--- config.mk ---
export PLATFORM = sky130hd
export DESIGN_NAME = data_bram_reader_flat
export DESIGN_NICKNAME = d
export VERILOG_FILES = /design/src/rtl/aes_ip_pkg.sv /design/src/rtl/data_bram_reader_if.sv /design/src/rtl/data_bram_reader.sv /design/src/flat_wrapper.sv
export SDC_FILE = /design/constraint.sdc
export NUM_CORES = 1
export LEC_CHECK = 0
export BUFFER_PORTS_ARGS = -buffer_cell sky130_fd_sc_hd__buf_2
export CAP_MARGIN = 0
export CORE_MARGIN = 3
export CORE_UTILIZATION = 52
export CTS_CLUSTER_SIZE = 40
export DETAILED_ROUTE_END_ITERATION = 8
export GPL_TIMING_DRIVEN = 0
export PLACE_DENSITY = 0.74
export SLEW_MARGIN = 20
export SYNTH_ARGS = -nofsm -noshare
export SYNTH_HDL_FRONTEND = slang
export SYNTH_SLANG_ARGS = --single-unit
export TNS_END_PERCENT = 10
--- constraint.sdc ---
create_clock -name clk -period 14.5 [get_ports clk]
set_input_delay 0.725 -clock clk [delete_from_list [all_inputs] [get_ports clk]]
set_output_delay 0.725 -clock clk [all_outputs]
set_load 0.05 [all_outputs]
--- src/rtl/aes_ip_pkg.sv ---
// rtl/aes_ip_pkg.sv - shared types, sizes and block packing helper for the AES IP
package aes_ip_pkg;

    typedef enum logic [2:0] {
        IDLE,
        FETCH,
        WAIT,
        OUT,
        DONE
    } rd_state_t;

    localparam int WORDS_PER_BLK = 4;
    localparam int BLK_W         = 128;
    localparam int WORD_W        = 32;

    // Slot 0 is the most significant word so the lowest address lands in [127:96].
    function automatic logic [BLK_W-1:0] place_word(
        input logic [BLK_W-1:0]  blk,
        input logic [1:0]        slot,
        input logic [WORD_W-1:0] word
    );
        logic [BLK_W-1:0] r;
        r = blk;
        case (slot)
            2'd0:    r[127:96] = word;
            2'd1:    r[95:64]  = word;
            2'd2:    r[63:32]  = word;
            default: r[31:0]   = word;
        endcase
        return r;
    endfunction

endpackage

--- src/rtl/data_bram_reader_if.sv ---
// rtl/data_bram_reader_if.sv - BRAM read port plus block valid/ready handshake
interface data_bram_reader_if
    import aes_ip_pkg::*;
#(
    parameter int ADDR_W = 9
);
    logic              bramEn;
    logic [ADDR_W-1:0] bramAddr;
    logic [WORD_W-1:0] bramDout;
    logic [BLK_W-1:0]  blkData;
    logic              blkValid;
    logic              blkReady;
    logic              blkLast;

    modport master (
        output bramEn, bramAddr, blkData, blkValid, blkLast,
        input  bramDout, blkReady
    );

    modport slave (
        input  bramEn, bramAddr, blkData, blkValid, blkLast,
        output bramDout, blkReady
    );
endinterface

--- src/rtl/data_bram_reader.sv ---
// rtl/data_bram_reader.sv - fetches NDATA BRAM words and emits them as 128-bit blocks
module data_bram_reader
    import aes_ip_pkg::*;
#(
    parameter int NDATA  = 17,
    parameter int ADDR_W = 9
) (
    input  logic               clk,
    input  logic               rst,
    input  logic               start,
    output logic               busy,
    output logic               done,
    data_bram_reader_if.master bus
);

    localparam logic [ADDR_W:0] LAST_CNT = (ADDR_W + 1)'(NDATA);
    localparam logic [2:0]      BLK_CNT  = 3'(WORDS_PER_BLK);

    rd_state_t       state;
    logic [ADDR_W:0] cnt;
    logic [2:0]      issued;
    logic [1:0]      slot;
    logic            rd_pend;

    always_ff @(posedge clk or posedge rst) begin
        if (rst) begin
            state        <= IDLE;
            cnt          <= '0;
            issued       <= '0;
            slot         <= '0;
            rd_pend      <= 1'b0;
            busy         <= 1'b0;
            done         <= 1'b0;
            bus.bramEn   <= 1'b0;
            bus.bramAddr <= '0;
            bus.blkData  <= '0;
            bus.blkValid <= 1'b0;
            bus.blkLast  <= 1'b0;
        end else begin
            // rd_pend marks the edge on which the previous cycle's read data is valid
            rd_pend <= bus.bramEn;
            case (state)
                IDLE: begin
                    if (start) begin
                        state        <= FETCH;
                        busy         <= 1'b1;
                        bus.blkData  <= '0;
                        slot         <= '0;
                        issued       <= 3'd1;
                        bus.bramEn   <= 1'b1;
                        bus.bramAddr <= cnt[ADDR_W-1:0];
                        cnt          <= cnt + 1'b1;
                    end
                end
                FETCH: begin
                    if (rd_pend) begin
                        bus.blkData <= place_word(bus.blkData, slot, bus.bramDout);
                        slot        <= slot + 2'd1;
                    end
                    if (issued != BLK_CNT && cnt != LAST_CNT) begin
                        bus.bramEn   <= 1'b1;
                        bus.bramAddr <= cnt[ADDR_W-1:0];
                        cnt          <= cnt + 1'b1;
                        issued       <= issued + 3'd1;
                    end else begin
                        bus.bramEn <= 1'b0;
                        state      <= WAIT;
                    end
                end
                WAIT: begin
                    if (rd_pend) begin
                        bus.blkData <= place_word(bus.blkData, slot, bus.bramDout);
                        slot        <= slot + 2'd1;
                    end
                    bus.blkValid <= 1'b1;
                    bus.blkLast  <= (cnt == LAST_CNT);
                    state        <= OUT;
                end
                OUT: begin
                    if (bus.blkReady) begin
                        bus.blkValid <= 1'b0;
                        bus.blkLast  <= 1'b0;
                        if (bus.blkLast) begin
                            state <= DONE;
                            done  <= 1'b1;
                            busy  <= 1'b0;
                        end else begin
                            // next block: clear padding and issue its first read on this edge
                            state        <= FETCH;
                            bus.blkData  <= '0;
                            slot         <= '0;
                            issued       <= 3'd1;
                            bus.bramEn   <= 1'b1;
                            bus.bramAddr <= cnt[ADDR_W-1:0];
                            cnt          <= cnt + 1'b1;
                        end
                    end
                end
                DONE: begin
                    done  <= 1'b0;
                    cnt   <= '0;
                    state <= IDLE;
                end
                default: state <= IDLE;
            endcase
        end
    end

endmodule

--- src/flat_wrapper.sv ---
// flat-port wrapper written by rule: the top's interface ports become plain ports
module data_bram_reader_flat import aes_ip_pkg::*;
#(
    parameter int NDATA  = 17,
    parameter int ADDR_W = 9
)
  (clk, rst, start, busy, done, bus_bramEn, bus_bramAddr, bus_blkData, bus_blkValid, bus_blkLast, bus_bramDout, bus_blkReady);
  data_bram_reader_if #(.ADDR_W(ADDR_W)) bus_i ();
  input  logic clk;
  input  logic rst;
  input  logic start;
  output logic busy;
  output logic done;
  output wire logic [$bits(bus_i.bramEn)-1:0] bus_bramEn;
  output wire logic [$bits(bus_i.bramAddr)-1:0] bus_bramAddr;
  output wire logic [$bits(bus_i.blkData)-1:0] bus_blkData;
  output wire logic [$bits(bus_i.blkValid)-1:0] bus_blkValid;
  output wire logic [$bits(bus_i.blkLast)-1:0] bus_blkLast;
  input wire logic [$bits(bus_i.bramDout)-1:0] bus_bramDout;
  input wire logic [$bits(bus_i.blkReady)-1:0] bus_blkReady;
  assign bus_bramEn = bus_i.bramEn;
  assign bus_bramAddr = bus_i.bramAddr;
  assign bus_blkData = bus_i.blkData;
  assign bus_blkValid = bus_i.blkValid;
  assign bus_blkLast = bus_i.blkLast;
  assign bus_i.bramDout = bus_bramDout;
  assign bus_i.blkReady = bus_blkReady;
  data_bram_reader #(.NDATA(NDATA), .ADDR_W(ADDR_W)) u_core (.clk(clk), .rst(rst), .start(start), .busy(busy), .done(done), .bus(bus_i));
endmodule
==> Yosys cells after proc, flatten, opt, wreduce, memory -nomap -nowiden <==
Cells that the tools add are included.
{ "op_classes": {"n_addsub": 3, "eq_ne": 20, "muxes": 47, "reduce_logical": 23} }
{ "op_table": {"columns": ["cell", "n"], "rows": [
  ["two-way mux 128 bit", 4],
  ["case mux 128 bit (3 select lines)", 1],
  ["two-way mux 32 bit", 4],
  ["two-way mux 10 bit", 4],
  ["case mux 10 bit (4 select lines)", 1],
  ["two-way mux 9 bit", 4],
  ["case mux 9 bit (3 select lines)", 1],
  ["AND reduction 6 bit", 4],
  ["two-way mux 3 bit", 7],
  ["AND reduction 5 bit", 3],
  ["!= test 2 x 1 -> 1 bit (second input constant)", 6],
  ["case mux 3 bit (4 select lines)", 1],
  ["adder 10 x 1 -> 10 bit (second input constant)", 1],
  ["equality test 10 x 5 -> 1 bit (second input constant)", 1],
  ["!= test 10 x 5 -> 1 bit (second input constant)", 1],
  ["!= test 2 bit (second input constant)", 5],
  ["two-way mux 1 bit", 9],
  ["case mux 3 bit (3 select lines)", 1],
  ["two-way mux 2 bit", 4],
  ["case mux 1 bit (2 select lines)", 4],
  ["AND reduction 4 bit", 2],
  ["equality test 3 x 2 -> 1 bit (second input constant)", 2],
  ["case mux 2 bit (3 select lines)", 1],
  ["AND reduction 3 bit", 2],
  ["17 further kinds", 20]
]} }
{ "word_totals": {"ff_bits": 161, "inputBits": 36, "output_inout_bits": 142, "wordCells": 108} }

==> Depth between registers and ports, before layout <==
{ "depth": {"word_depth": 5, "depth_mapped": 7, "mapped_depth_nobuf": 6} }

==> Worst setup path before layout <==
Ideal clock, no wire load.
{ "synth_path": {"path_kind": "register -> register", "from": "reg u_core.bus.blkLast", "to": "reg u_core.bus.blkData[0]", "setup_time_ns": 0.125, "t_arrival_ns": 1.991, "t_required_ns": 14.375, "slack_ns": 12.384, "path_stages_with_launch": 6, "n_path_buf": 1, "synth_period_minus_slack_ns": 2.116, "path_cell_list": "dfrtp_1 -> nand2b_4 -> a311oi_4 -> o21ai_4 -> buf_6 -> mux2_4"} }
{ "synth_between": {"elab_chain_len": 2} }
{ "synth_lines": {"columns": ["element", "line_no", "rtl"], "rows": [
  ["from (decl)", "data_bram_reader_if.sv:16", "output bramEn, bramAddr, blkData, blkValid, blkLast,"],
  ["from (signal assigned)", "data_bram_reader.sv:76", "bus.blkLast <= (cnt == LAST_CNT);"],
  ["!= test 2 bit (no line)", null, null],
  ["AND reduction 6 bit (no line)", null, null],
  ["to (signal assigned)", "data_bram_reader.sv:57", "bus.blkData <= place_word(bus.blkData, slot, bus.bramDout);"],
  ["to (signal assigned)", "data_bram_reader.sv:72", "bus.blkData <= place_word(bus.blkData, slot, bus.bramDout);"],
  ["to (decl)", "data_bram_reader_if.sv:16", null]
]} }
No other way between the ends.
A chain may end at the register's enable or synchronous reset.

==> Worst setup path in the final report <==
{ "layout_path": {"from": "reg u_core.cnt[0]", "to": "reg u_core.issued[1]"} }
{ "layout_between": {"elab_chain_len": 4} }
{ "layout_lines": {"columns": ["element", "line_no", "rtl"], "rows": [
  ["from (decl)", "data_bram_reader.sv:20", "logic [ADDR_W:0] cnt;"],
  ["from (signal assigned)", "data_bram_reader.sv:52", "cnt <= cnt + 1'b1;"],
  ["from (signal assigned)", "data_bram_reader.sv:63", "cnt <= cnt + 1'b1;"],
  ["from (signal assigned)", "data_bram_reader.sv:95", "cnt <= cnt + 1'b1;"],
  ["!= test 10 x 5 -> 1 bit", "data_bram_reader.sv:60", "if (issued != BLK_CNT && cnt != LAST_CNT) begin"],
  ["logical AND 1 bit", "data_bram_reader.sv:60", null],
  ["!= test 2 x 1 -> 1 bit (no line)", null, null],
  ["AND reduction 5 bit (no line)", null, null],
  ["to (signal assigned)", "data_bram_reader.sv:64", "issued <= issued + 3'd1;"],
  ["to (decl)", "data_bram_reader.sv:21", "logic [2:0] issued;"]
]} }
No other way between the ends.

==> impl_metrics.csv <==
group,metric,value,unit
clock_network,ctsHoldBuffers,0,
place,globalplace.congestion,0.859,
yosys,syn_area_per_cell,15.0,um^2
timing,skew,0.00789,ns
setup_path,slowest_delay,0.65,ns
setup_path,critPathLaunchType,"flop",
setup_path,endpoint_kind,"flop",
clock_network,post-cts-setup-buffer-count,0,
die,fp-row-count,42,
die,ios,178,
yosys,synth_edf_count,0,
yosys,synth-simple-area-share,7.10,%
clock_network,post_cts_resized,0,
clock_network,clock_path_buffers,2,
yosys,synth_mux_area_share,27.4,%
setup_path,cp_slowest_cell,"a32oi_1",
clock_network,htreeDepth,4,
yosys,synth_seq_cells,161,
timing,slew_headroom,50.4,%
outcome,status,"finished, final reports clean",
clock_network,cts_root_buffer,"clkbuf_16",
setup_path,critical-path-top-delay-family,"compound AO/OA/AOI/OAI gates",
drt,wirelength,16800,um
die,core_area,13600,um^2
drt,wl_per_cell,19.1,um
global_routing,grt_start_max_net_pins,91,
yosys,synth_top_family_by_area,"multiplexers",
yosys,synth_nets,537,
setup_path,crit_chain,"ha_1 > nor4b_2 > a32oi_1 > o211ai_2 > buf_2 > a32o_1",
setup_path,rr_startpoint,"u_core.cnt[0]",
die,die_h,125,um
timing,slew_violations,0,
final_layout,drive_gt1_share,53.5,%
global_routing,overflow,0,
die,dieArea,15700,um^2
final_layout,n_fill_cell,977,
final_layout,antenna_cells,0,
yosys,synth_commonest_cells,"161 x dfrtp_1, 120 x mux2_4, 38 x and2_1",
setup_path,cp_max_fo,10,
yosys,synthesis.area,7400,um^2
global_routing,grt_pass1_wl,27400,um
global_routing,grtUsageTotal,21.7,%
clock_network,cts_tree,"yes",
drt,dr.pass1.iters,4,
drt,drt_iter0_drc,333,
timing,setup-tns-final,0,ns
flow_run,maxCapViolations,0,
setup_path,critPathRequiredTime,14.80,ns
setup_path,timing.critical_path.buf_inv,1,
yosys,synth_compound_area_share,5.87,%
place,port_buffers,177,
clock_network,clkLatencyLatePin,0.42,ns
global_routing,antenna_found_initial,1,
setup_path,reg2reg_to,"u_core.issued[1]",
setup_path,reg2reg_setup_slack,12.14,ns
yosys,synth-xor-area-share,0.118,%
timing,worstMarginPinSlew,0.744,ns
die,fp.dieW,125,um
yosys,yosys.area.top_type,"dfrtp_1",
timing,final.min_clock_period,2.36,ns
yosys,synth-main-ff-cell,"dfrtp_1",
clock_network,clock_sinks,161,
yosys,yosysTopAreaCellShare,54.4,%
final_layout,nets,734,
setup_path,crit_arrival,2.67,ns
yosys,async_reset_ff_share,100,%
timing,max_freq,423,MHz
timing,grt_setup_unrepaired,"false",
global_routing,grt_pass1_vias,4993,
yosys,synthAdderAreaFrac,1.35,%
yosys,ys_seq_area_share,54.4,%
clock_network,clk_pin_slew,0.06,ns
place,dp_hpwl,11700,um
drt,remaining_drc_errors,0,
clock_network,cts_inserted_buffers,17,
timing,hold_viol,0,
drt,vias,4721,
yosys,yosysWarnings,0,
die,start_util,54.6,%
yosys,synth.distinct_cells,50,
setup_path,criticalPathCategory,"flop to flop",
yosys,yosysMostFrequentCell,"dfrtp_1",
setup_path,r2r_cells,6,
drt,drt-vias-per-instance,5.38,
yosys,syn_inst,493,
timing,fin_crit_sh,16.3,%
final_layout,syn2layout_area_growth,22.7,%
yosys,synth_area_leaders,"dfrtp_1 54%, mux2_4 24%, and2_1 3.2%, mux2_2 2.9%, buf_6 2.1%",
min_path,hold_class,"input port to asynchronous set/reset pin",
timing,finalSetupViolCount,0,
drt,antenna_left,0,
[cells by family (layout without fill, tap and decap cells)]
group	count (synthesis)	in the layout
flip-flops	161	161
multiplexers	140	140
AND/OR/NAND/NOR	87	87
AO/OA/AOI/OAI	52	52
buffers and inverters	44	252
adder cells (fa/ha/maj)	8	8
XOR/XNOR	1	1
[worst max path at each step]
stage | from | endpoint | slack (ns) | cells past startpoint
after global routing | u_core.cnt[1] | u_core.cnt[2] | 11.96 | 7
final | u_core.cnt[0] | u_core.issued[1] | 12.14 | 6
after detailed placement | bus_blkReady | u_core.bus.blkData[118] | 12.08 | 6
after CTS | u_core.cnt[0] | u_core.issued[1] | 12.14 | 6
after floorplan | rst | u_core.bus.blkData[0] | 9.43 | 1
after global placement | rst | u_core.bus.blkData[59] | 7.89 | 2
[metrics by stage]
stage          hold WS, ns  worst slack, ns  cell area (um^2)  cells  util, %
2_1_floorplan        0.482             9.43              7400    493        -
3_3_place_gp         0.429             7.89              8510    846     62.8
3_5_place_dp         0.423            12.08              8540    847     63.0
4_1_cts              0.364            12.14              9080    877     67.0
5_1_grt              0.373            11.96              9080    877     67.0
6_report             0.346            12.14              9080    877     67.0
[final cells by class]
type,instances,area [um^2],share of cell area (%)
flip-flops and latches,161,4030,44.3
multi-input cells,288,3100,34.1
repair buffers,178,913,10.1
clock buffers,20,447,4.92
well taps,176,220,2.42
plain buffers,27,215,2.37
clock inverters,10,90.1,0.992
inverters,17,71.3,0.785
[registers in the layout, summed over array words and instances (netlist names)]
name and count:
u_core.busy 1, u_core.cnt 10, u_core.bus.blkLast 1, u_core.bus.bramAddr 9, u_core.bus.bramEn 1, u_core.rd_pend 1, u_core.state 3, u_core.bus.blkData 128
u_core.slot 2, u_core.issued 3, u_core.bus.blkValid 1, u_core.done 1
[worst register-to-register path: cells and delay by family, from the launching register on]
family | cells | cell delay (ns)
AOI/OAI and AO/OA | 3 | 1.14
adders and majority gates | 1 | 0.23
buffers and inverters | 1 | 0.26
DFF | 1 | 0.44
and+or+nand+nor | 1 | 0.18
[routing by layer]
metal,vias to the layer above,part of all wire [%],track usage [%]
met5,-,0.078,0
met4,2,1.9,7.53
met3,25,5.2,4.99
met2,158,49,35.2
met1,2393,44,29.0
li1,2143,-,-
[layout by cell type (no fill, tap or decap), types with 2 or more instances in the layout]
cell	n
nor3_1	2
mux2_4	120
o21ai_0	9
nand2_1	5
o21ai_4	4
or3_1	6
inv_1	16
and3_1	2
ha_1	8
a211oi_1	4
and2_1	38
o22ai_1	6
buf_2	181
dfrtp_1	161
a21o_1	2
clkbuf_1	9
buf_6	14
a32o_1	2
nand4_1	6
nor2_1	9
nand3_1	6
a221oi_1	4
clkinvlp_4	3
o221ai_1	2
mux2_2	19
nand2b_1	4
clkbuf_16	17
clkinv_4	2
clkinv_2	4
a21oi_1	7
Power is not shown: default switching activity piles up to over one toggle a cycle in this logic, so the estimate is an artifact.
